===== config.mk =====
export PLATFORM = sky130hd
export DESIGN_NAME = id_ex_stage
export DESIGN_NICKNAME = d
export VERILOG_FILES = /design/src/rtl/mips_pkg.sv /design/src/rtl/hazard_detect.sv /design/src/rtl/id_ex_stage.sv
export SDC_FILE = /design/constraint.sdc
export NUM_CORES = 1
export LEC_CHECK = 0
export ABC_AREA = 1
export CORE_MARGIN = 4
export CORE_UTILIZATION = 30
export CTS_CLUSTER_SIZE = 28
export DETAILED_ROUTE_END_ITERATION = 8
export DONT_BUFFER_PORTS = 1
export PLACE_DENSITY = 0.48
export SYNTH_ARGS = -nofsm -noshare
export SYNTH_HDL_FRONTEND = slang
export SYNTH_HIERARCHICAL = 1
export SYNTH_SLANG_ARGS = --single-unit
export TNS_END_PERCENT = 100

===== constraint.sdc =====
create_clock -name clk -period 3.5 [get_ports clk]
set_clock_uncertainty 0.2 [all_clocks]
set_input_delay 0.525 -clock clk [delete_from_list [all_inputs] [get_ports clk]]
set_output_delay 0.525 -clock clk [all_outputs]
set_load 0.02 [all_outputs]

===== src/rtl/mips_pkg.sv =====
// Shared definitions for the 5-stage MIPS core: control word layout and opcodes.
package mips_pkg;

    localparam int CTRL_W        = 10;

    // Bit positions inside the packed control word produced by the decoder.
    localparam int CTRL_REGDST   = 9;
    localparam int CTRL_ALUOP_HI = 8;
    localparam int CTRL_ALUOP_LO = 7;
    localparam int CTRL_ALUSRC   = 6;
    localparam int CTRL_JUMP     = 5;
    localparam int CTRL_BRANCH   = 4;
    localparam int CTRL_MEMREAD  = 3;
    localparam int CTRL_MEMWRITE = 2;
    localparam int CTRL_REGWRITE = 1;
    localparam int CTRL_MEMTOREG = 0;

    // Primary opcodes understood by the control decoder.
    localparam logic [5:0] OP_RTYPE = 6'h00;
    localparam logic [5:0] OP_J     = 6'h02;
    localparam logic [5:0] OP_BEQ   = 6'h04;
    localparam logic [5:0] OP_ADDI  = 6'h08;
    localparam logic [5:0] OP_LW    = 6'h23;
    localparam logic [5:0] OP_SW    = 6'h2B;

    // True when a control word describes a load (used by hazard logic).
    function automatic logic is_load(input logic [CTRL_W-1:0] ctrl);
        return ctrl[CTRL_MEMREAD];
    endfunction

endpackage


===== src/rtl/hazard_detect.sv =====
// Load-use hazard detection: compares the load sitting in ID/EX against the
// source specifiers of the instruction currently in IF/ID.
module hazard_detect (
    input  logic       i_valid_q,
    input  logic       i_memread_q,
    input  logic [4:0] i_rt_q,
    input  logic       i_valid_in,
    input  logic [4:0] i_rs_in,
    input  logic [4:0] i_rt_in,
    input  logic       i_flush_in,
    output logic       o_hazard,
    output logic       o_stall
);

    // A load into $0 never creates a dependency; a flush cancels the stall
    // because the dependent instruction is being squashed anyway.
    always_comb begin
        o_hazard = i_valid_q & i_memread_q & (i_rt_q != 5'd0) & i_valid_in &
                   ((i_rt_q == i_rs_in) | (i_rt_q == i_rt_in));
        o_stall  = o_hazard & ~i_flush_in;
    end

endmodule


===== src/rtl/id_ex_stage.sv =====
// ID/EX pipeline register with load-use bubble insertion, branch/jump flush
// and a saturating bring-up counter of inserted hazard bubbles.
//
// Valid semantics: valid_in marks a real instruction in IF/ID; valid_out marks
// a real instruction in ID/EX. There is no ready: upstream honours stall_out by
// holding PC and IF/ID, so the same instruction is re-presented next cycle.
module id_ex_stage
    import mips_pkg::*;
#(
    parameter int DW  = 32,
    parameter int CW  = CTRL_W,
    parameter int SCW = 16
) (
    input  logic          clk,
    input  logic          reset,
    input  logic [CW-1:0] ctrl_in,
    input  logic          valid_in,
    input  logic [DW-1:0] pc4_in,
    input  logic [DW-1:0] rd1_in,
    input  logic [DW-1:0] rd2_in,
    input  logic [DW-1:0] imm_in,
    input  logic [4:0]    rs_in,
    input  logic [4:0]    rt_in,
    input  logic [4:0]    rd_in,
    input  logic          flush_in,
    output logic [CW-1:0] ctrl_out,
    output logic          valid_out,
    output logic [DW-1:0] pc4_out,
    output logic [DW-1:0] rd1_out,
    output logic [DW-1:0] rd2_out,
    output logic [DW-1:0] imm_out,
    output logic [4:0]    rs_out,
    output logic [4:0]    rt_out,
    output logic [4:0]    rd_out,
    output logic          stall_out,
    output logic [SCW-1:0] stall_count
);

    logic [CW-1:0]  r_ctrl;
    logic           r_valid;
    logic [DW-1:0]  r_pc4;
    logic [DW-1:0]  r_rd1;
    logic [DW-1:0]  r_rd2;
    logic [DW-1:0]  r_imm;
    logic [4:0]     r_rs;
    logic [4:0]     r_rt;
    logic [4:0]     r_rd;
    logic [SCW-1:0] r_stall_count;

    logic           w_hazard;
    logic           w_stall;

    hazard_detect u_hazard_detect (
        .i_valid_q   (r_valid),
        .i_memread_q (r_ctrl[CTRL_MEMREAD]),
        .i_rt_q      (r_rt),
        .i_valid_in  (valid_in),
        .i_rs_in     (rs_in),
        .i_rt_in     (rt_in),
        .i_flush_in  (flush_in),
        .o_hazard    (w_hazard),
        .o_stall     (w_stall)
    );

    // Pipeline register: reset > flush bubble > hazard bubble > capture.
    always_ff @(posedge clk) begin
        if (reset || flush_in || w_hazard) begin
            r_ctrl  <= '0;
            r_valid <= 1'b0;
            r_pc4   <= '0;
            r_rd1   <= '0;
            r_rd2   <= '0;
            r_imm   <= '0;
            r_rs    <= '0;
            r_rt    <= '0;
            r_rd    <= '0;
        end else begin
            // An empty slot carries no control so nothing downstream fires.
            r_ctrl  <= valid_in ? ctrl_in : '0;
            r_valid <= valid_in;
            r_pc4   <= pc4_in;
            r_rd1   <= rd1_in;
            r_rd2   <= rd2_in;
            r_imm   <= imm_in;
            r_rs    <= rs_in;
            r_rt    <= rt_in;
            r_rd    <= rd_in;
        end
    end

    // Count hazard bubbles only (flush bubbles excluded); stick at all-ones.
    always_ff @(posedge clk) begin
        if (reset) begin
            r_stall_count <= '0;
        end else if (!flush_in && w_hazard && (r_stall_count != {SCW{1'b1}})) begin
            r_stall_count <= r_stall_count + 1'b1;
        end
    end

    assign ctrl_out    = r_ctrl;
    assign valid_out   = r_valid;
    assign pc4_out     = r_pc4;
    assign rd1_out     = r_rd1;
    assign rd2_out     = r_rd2;
    assign imm_out     = r_imm;
    assign rs_out      = r_rs;
    assign rt_out      = r_rt;
    assign rd_out      = r_rd;
    assign stall_out   = w_stall;
    assign stall_count = r_stall_count;

endmodule


* After elaboration in Yosys (flattened, before gate mapping)
Cells that the tools add are included.
** Storage, ports and cells
- Bits in registers :: 170
- Input port bits :: 157
- Output and inout bits :: 171
- Word-level logic and storage cells :: 29
** Cells by class
- Add/sub/neg operators :: 1
- Equality and inequality tests :: 3
- Bitwise logic cells :: 8
- Reductions and logical operators :: 7
** Operators with widths (count)
- $add A16 B1 Y16 const B :: 1
- $ne A16 B16 Y1 const B :: 1
- $eq A5 B5 Y1 :: 2
- $and A1 B1 Y1 :: 5
- $reduce_bool A5 Y1 :: 1
- $logic_and A1 B1 Y1 :: 2
- $logic_or A1 B1 Y1 :: 2
- $not A1 Y1 :: 2
- $reduce_or A2 Y1 :: 1
- $logic_not A1 Y1 :: 1
- $or A1 B1 Y1 :: 1

* Longest topological paths before layout
- Depth after elaboration :: 6
- Depth in mapped cells :: 15
- Depth with buffers taken out :: 15

* Hierarchy
Netlist, hierarchy kept.
** Modules (own cells, without submodules)
- id_ex_stage :: instances 1, cells an instance 624, area an instance 5258.8 µm², sequential area each 3403.3 µm²
- hazard_detect :: instances 1, cells an instance 52, area an instance 220.2 µm², sequential area each 0.0 µm²

* Worst setup path before layout
No wires, ideal clock.
- Path kind :: reg-to-reg
- Start :: register r_rt[1], in the netlist rt_out[1]
- End :: register r_stall_count[8], in the netlist stall_count[8]
- Setup time :: 115 ps
- Arrival :: 1674 ps
- Required time :: 3185 ps
- Slack :: 1510 ps
- Cell stages (with the launch flop) :: 16
- Path buffers :: 0
- Path through :: dfxtp_1 inv_1 nand2_1 nand2_1 nor2_1 nand3_1 nand2_1 nand2_2 inv_1 nand2_1 nor2_1 nand2_1 nor2_2 nand3_1 nand2_1 nor2_1
** On the way
- Word-level cells in the longest chain between the ends :: 6
- Elaborated cells on any way between the ends :: 9
- Classes of those cells :: eq/ne (2); bitwise (4); reduce/logical (3)
** RTL lines
- from (decl) :: line id_ex_stage.sv:46 : logic [4:0] r_rt;
- from (signal assigned) :: line id_ex_stage.sv:86 : r_rt <= rt_in;
- $reduce_bool A5 Y1 :: line hazard_detect.sv:18 : o_hazard = i_valid_q & i_memread_q & (i_rt_q != 5'd0) & i_valid_in &
- $and A1 B1 Y1 (2 in a row) :: line hazard_detect.sv:18
- $and A1 B1 Y1 (*) :: line hazard_detect.sv:18
- net w_hazard :: line id_ex_stage.sv:50 : logic w_hazard;
- $logic_and A1 B1 Y1 (*) (2 in a row) :: line id_ex_stage.sv:95 : end else if (!flush_in && w_hazard && (r_stall_count != {SCW{1'b1}})) begin
- to (signal assigned) :: line id_ex_stage.sv:96 : r_stall_count <= r_stall_count + 1'b1;
- to (decl) :: line id_ex_stage.sv:48 : logic [SCW-1:0] r_stall_count;
Mark *: on every way through the listed nets, which the timed path passes. The rest lies on a longest branch.
A chain may end at the register's enable or synchronous reset.

* Final worst setup path
- Start :: register r_rt[1], in the netlist rt_out[1]
- End :: register r_rd1[0], in the netlist rd1_out[0]
** On the way
- Word-level cells in the longest chain between the ends :: 5
- Elaborated cells on any way between the ends :: 8
- Classes of those cells :: eq/ne (2); bitwise (4); reduce/logical (2)
** RTL lines
- $reduce_bool A5 Y1 :: line hazard_detect.sv:18
- $and A1 B1 Y1 (2 in a row) :: line hazard_detect.sv:18
- $and A1 B1 Y1 (*) :: line hazard_detect.sv:18
- net w_hazard :: line id_ex_stage.sv:50
- $logic_or A1 B1 Y1 (*) :: line id_ex_stage.sv:67 : if (reset || flush_in || w_hazard) begin
- to (signal assigned) :: line id_ex_stage.sv:82 : r_rd1 <= rd1_in;
- to (decl) :: line id_ex_stage.sv:42 : logic [DW-1:0] r_rd1;
Marked as above.

==> impl_metrics.py <==
metrics = {
    "placement": {
        "dp_hpwl_mm": 10.89,
        "gp_congestion": 0.7917,
        "io_buffer_count": 0,
    },
    "drt": {
        "vias": 4166,
        "first_pass_iters": 4,
        "wl_met2_mm": 7.805,
        "via_per_inst": 4.100,
        "totalWireLength_mm": 15.23,
        "drtAntennaViolNets": 0,
        "wl_met3_mm": 1.651,
        "drt_iter0_drc": 108,
        "wl_met1_mm": 5.464,
        "wl_per_cell_microns": 14.99,
        "drc_errors": 0,
        "top_layer_used": "met5",
    },
    "hold_path": {
        "worstHoldStart": "rs_in[3]",
        "min_path_type": "in2reg",
        "hold_end": "rs_out[3]$_SDFF_PP0_",
        "hold_depth": 2,
    },
    "sta": {
        "fin_crit_ns": 2.592,
        "period_share_pct": 74.05,
        "max_freq_mhz": 385.8,
        "setup_tns_ns": 0,
        "relSlewSlack_pct": 57.77,
        "setup_violations": 0,
        "tightest_slew_ns": 0.6335,
        "rsz0062_at_grt": "false",
        "drv_slew": 0,
        "hold_violations": 0,
    },
    "pwr": {
        "irDropWorstVdd_mv": 0.2998,
        "powerDensity_mw_per_mm2": 591.1,
        "total_power_mw": 4.313,
        "p_leak_nw": 3.651,
    },
    "status": {
        "outcome": "complete, no violations",
    },
    "yosys": {
        "synth_edf_count": 0,
        "synthFlopType": "dfxtp_1",
        "ys_seq_area_share_pct": 62.11,
        "synth.net_count": 834,
        "synth_compound_area_share_pct": 1.439,
        "synth_xor_area_share_pct": 0.4796,
        "synth_simple_gate_area_share_pct": 21.85,
        "syn_inst": 676,
        "synthAdderAreaFrac_pct": 0.2284,
        "syn_area_per_cell_sq_um": 8.105,
        "yosys-mux-area-fraction_pct": 0,
        "ys_warn_count": 6,
        "synth-seq-cells": 170,
        "synthTopCellsByArea": "dfxtp_1 62%, nor2_1 13%, inv_1 12%",
        "synth_top_family_by_area": "simple AND/OR/NAND/NOR gates",
        "synth.distinct_cells": 22,
        "yosys.area.top_type": "dfxtp_1",
        "synth_top_area_share_pct": 62.11,
        "async_flop_share_pct": 0,
        "netlist_area_sq_mm": 0.005479,
    },
    "die": {
        "die_h_microns": 143.1,
        "rows": 49,
        "initial_core_util_pct": 30.50,
        "die_area_sq_mm": 0.02049,
        "coreArea_sq_mm": 0.01796,
        "pin_count": 328,
        "dieWidth_microns": 143.1,
    },
    "final_layout": {
        "fillers": 1737,
        "syn_to_final_growth_pct": 33.16,
        "drive_gt1_share_pct": 6.353,
        "multi_input_area_sq_mm": 0.001315,
        "fin_util_pct": 40.61,
        "insertedDiodeCount": 0,
        "regArea_sq_mm": 0.003403,
        "nets": 934,
    },
    "setup_path": {
        "r2r_setup_slack_ns": 0.91,
        "path_cells": "inv_1, nand2_1, nand2_1, nor2_1, nand3_1, nand2_1, nand2_2, inv_1, nor3_1, inv_4, buf_12, nor2_1",
        "crit_type": "reg2reg",
        "arrival_ns": 2.68,
        "rr_worst_depth": 12,
        "cpMostUsedCell": "nand2_1",
        "required_ns": 3.59,
        "timing.rr.end": "rd1_out[0]$_SDFF_PP0_",
        "slowest_stage": "dfxtp_1",
        "worstSetupStartpointType": "flip-flop",
        "crit_fanout": 80,
        "reg2reg_from": "rt_out[1]$_SDFF_PP0_",
        "cpPeakStageDelay_ns": 0.50,
        "cp-end-kind": "flip-flop",
    },
    "clocking": {
        "htreeDepth": 4,
        "clk_latency_ns": 0.42,
        "cts-root-buf": "clkbuf_16",
        "cts_tree": "yes",
        "cts_buffers": 17,
        "cts.clk_slew.worst_paths_ns": 0.07,
        "clock-sinks": 170,
        "ctsLongestPathBuffers": 2,
    },
    "grt": {
        "grt_pass1_wl_mm": 22.11,
        "groute.usage.overall_pct": 14.02,
        "grt_overflow": 0,
        "grt_pass1_vias": 4216,
        "antenna_found_initial": 1,
        "grt_start_max_net_pins": 81,
    },
    "run": {
        "cap_violations": 0,
    },
}
-- kinds of logic (layout without fill, tap and decap cells) --
group / count (synthesis) / count (layout)
compound gates: 15 / 15
xor+xnor: 3 / 3
fa+ha+maj: 1 / 1
buf+inv: 197 / 308
flops: 170 / 170
simple gates: 290 / 290
-- layout by cell type, fill, tap and decap left out, drive strengths merged --
cell | Yosys | layout
bufinv | 0 | 3
clkinv | 0 | 1
ha | 1 | 1
dfxtp | 170 | 170
o21ai | 4 | 4
nor3 | 1 | 1
nor2 | 203 | 203
xor2 | 1 | 1
clkbuf | 9 | 18
a21oi | 11 | 11
nand2 | 64 | 64
dlygate4sd3 | 0 | 98
buf | 9 | 1
xnor2 | 2 | 2
nand3 | 18 | 18
inv | 179 | 187
nand4 | 4 | 4
-- per-stage QoR --
stage | std cells | hold slack (ns) | setup WS [ns] | area (sq um)
floorplan | 676 | 0.3603 | 1.510 | 5479
global placement | 888 | 0.3972 | 0.9725 | 5699
detailed placement | 888 | 0.3970 | 0.9103 | 5699
CTS | 1015 | 0.0003171 | 0.8849 | 7286
global route | 1016 | 0.006146 | 0.6226 | 7296
finish | 1016 | 0.02084 | 0.9082 | 7296
-- Yosys cell counts, types with 2 or more instances --
cell type,number
nor2_1,195
inv_1,176
dfxtp_1,170
nand2_1,58
nand3_1,18
a21oi_1,11
buf_2,8
clkbuf_1,8
nand2_2,6
nor2_4,5
inv_2,3
nand4_1,3
nor2_2,3
o21ai_0,3
xnor2_1,2
-- power by group --
part           internal [mW]  leakage [nW]  switching, mW  total [mW]
registers               2.00          1.39          0.124        2.13
logic                  0.112          1.95         0.0993       0.211
clock network           1.16         0.304          0.810        1.97
total                   3.28          3.65           1.03        4.31
-- metal layers --
layer  track usage [%]  up-vias
li1                  -     2097
met1             14.59     1851
met2             23.96      196
met3             7.133       20
met4             5.753        2
met5                 0        -
-- sequential cells by signal, indices dropped and copies added (netlist names) --
| signal | cells |
|---|---|
| rd2_out | 32 |
| imm_out | 32 |
| valid_out | 1 |
| pc4_out | 32 |
| ctrl_out | 10 |
| rd_out | 5 |
| stall_count | 16 |
| rt_out | 5 |
| rs_out | 5 |
| rd1_out | 32 |
-- final cells by class --
type                    instances  area share (%)
clock buffers                  18           6.020
repair buffers                 99           13.72
flip-flops and latches        170           46.65
well taps                     229           3.927
inverters                     179           9.244
multi-input cells             309           18.02
clock inverters                12           2.418
-- worst max-delay path, delay by kind of cell, from the launching register on --
family / cells / cell delay, ns
buffers and inverters: 4 / 1.02
flip-flops: 1 / 0.50
AND/OR/NAND/NOR: 8 / 0.65
-- what timing repair did --
action,4_1_cts,5_1_grt
hold endpoints to repair,99,1
setup buffers,0,0
resized for setup,0,0
hold buffers,97,1
-- worst max path at each step --
stage	start	to	depth (start not counted)	slack (ns)
floorplan	rt_out[1]$_SDFF_PP0_	stall_count[8]$_SDFFE_PP0P_	15	1.51
CTS	rt_out[3]$_SDFF_PP0_	rd1_out[0]$_SDFF_PP0_	11	0.88
finish	rt_out[1]$_SDFF_PP0_	rd1_out[0]$_SDFF_PP0_	12	0.91
detailed placement	rt_out[3]$_SDFF_PP0_	rd1_out[0]$_SDFF_PP0_	11	0.91
global route	rt_out[3]$_SDFF_PP0_	rd_out[4]$_SDFF_PP0_	11	0.62
global placement	rt_out[1]$_SDFF_PP0_	rd2_out[27]$_SDFF_PP0_	12	0.97
No activity file was read; power rests on OpenSTA's default activity.
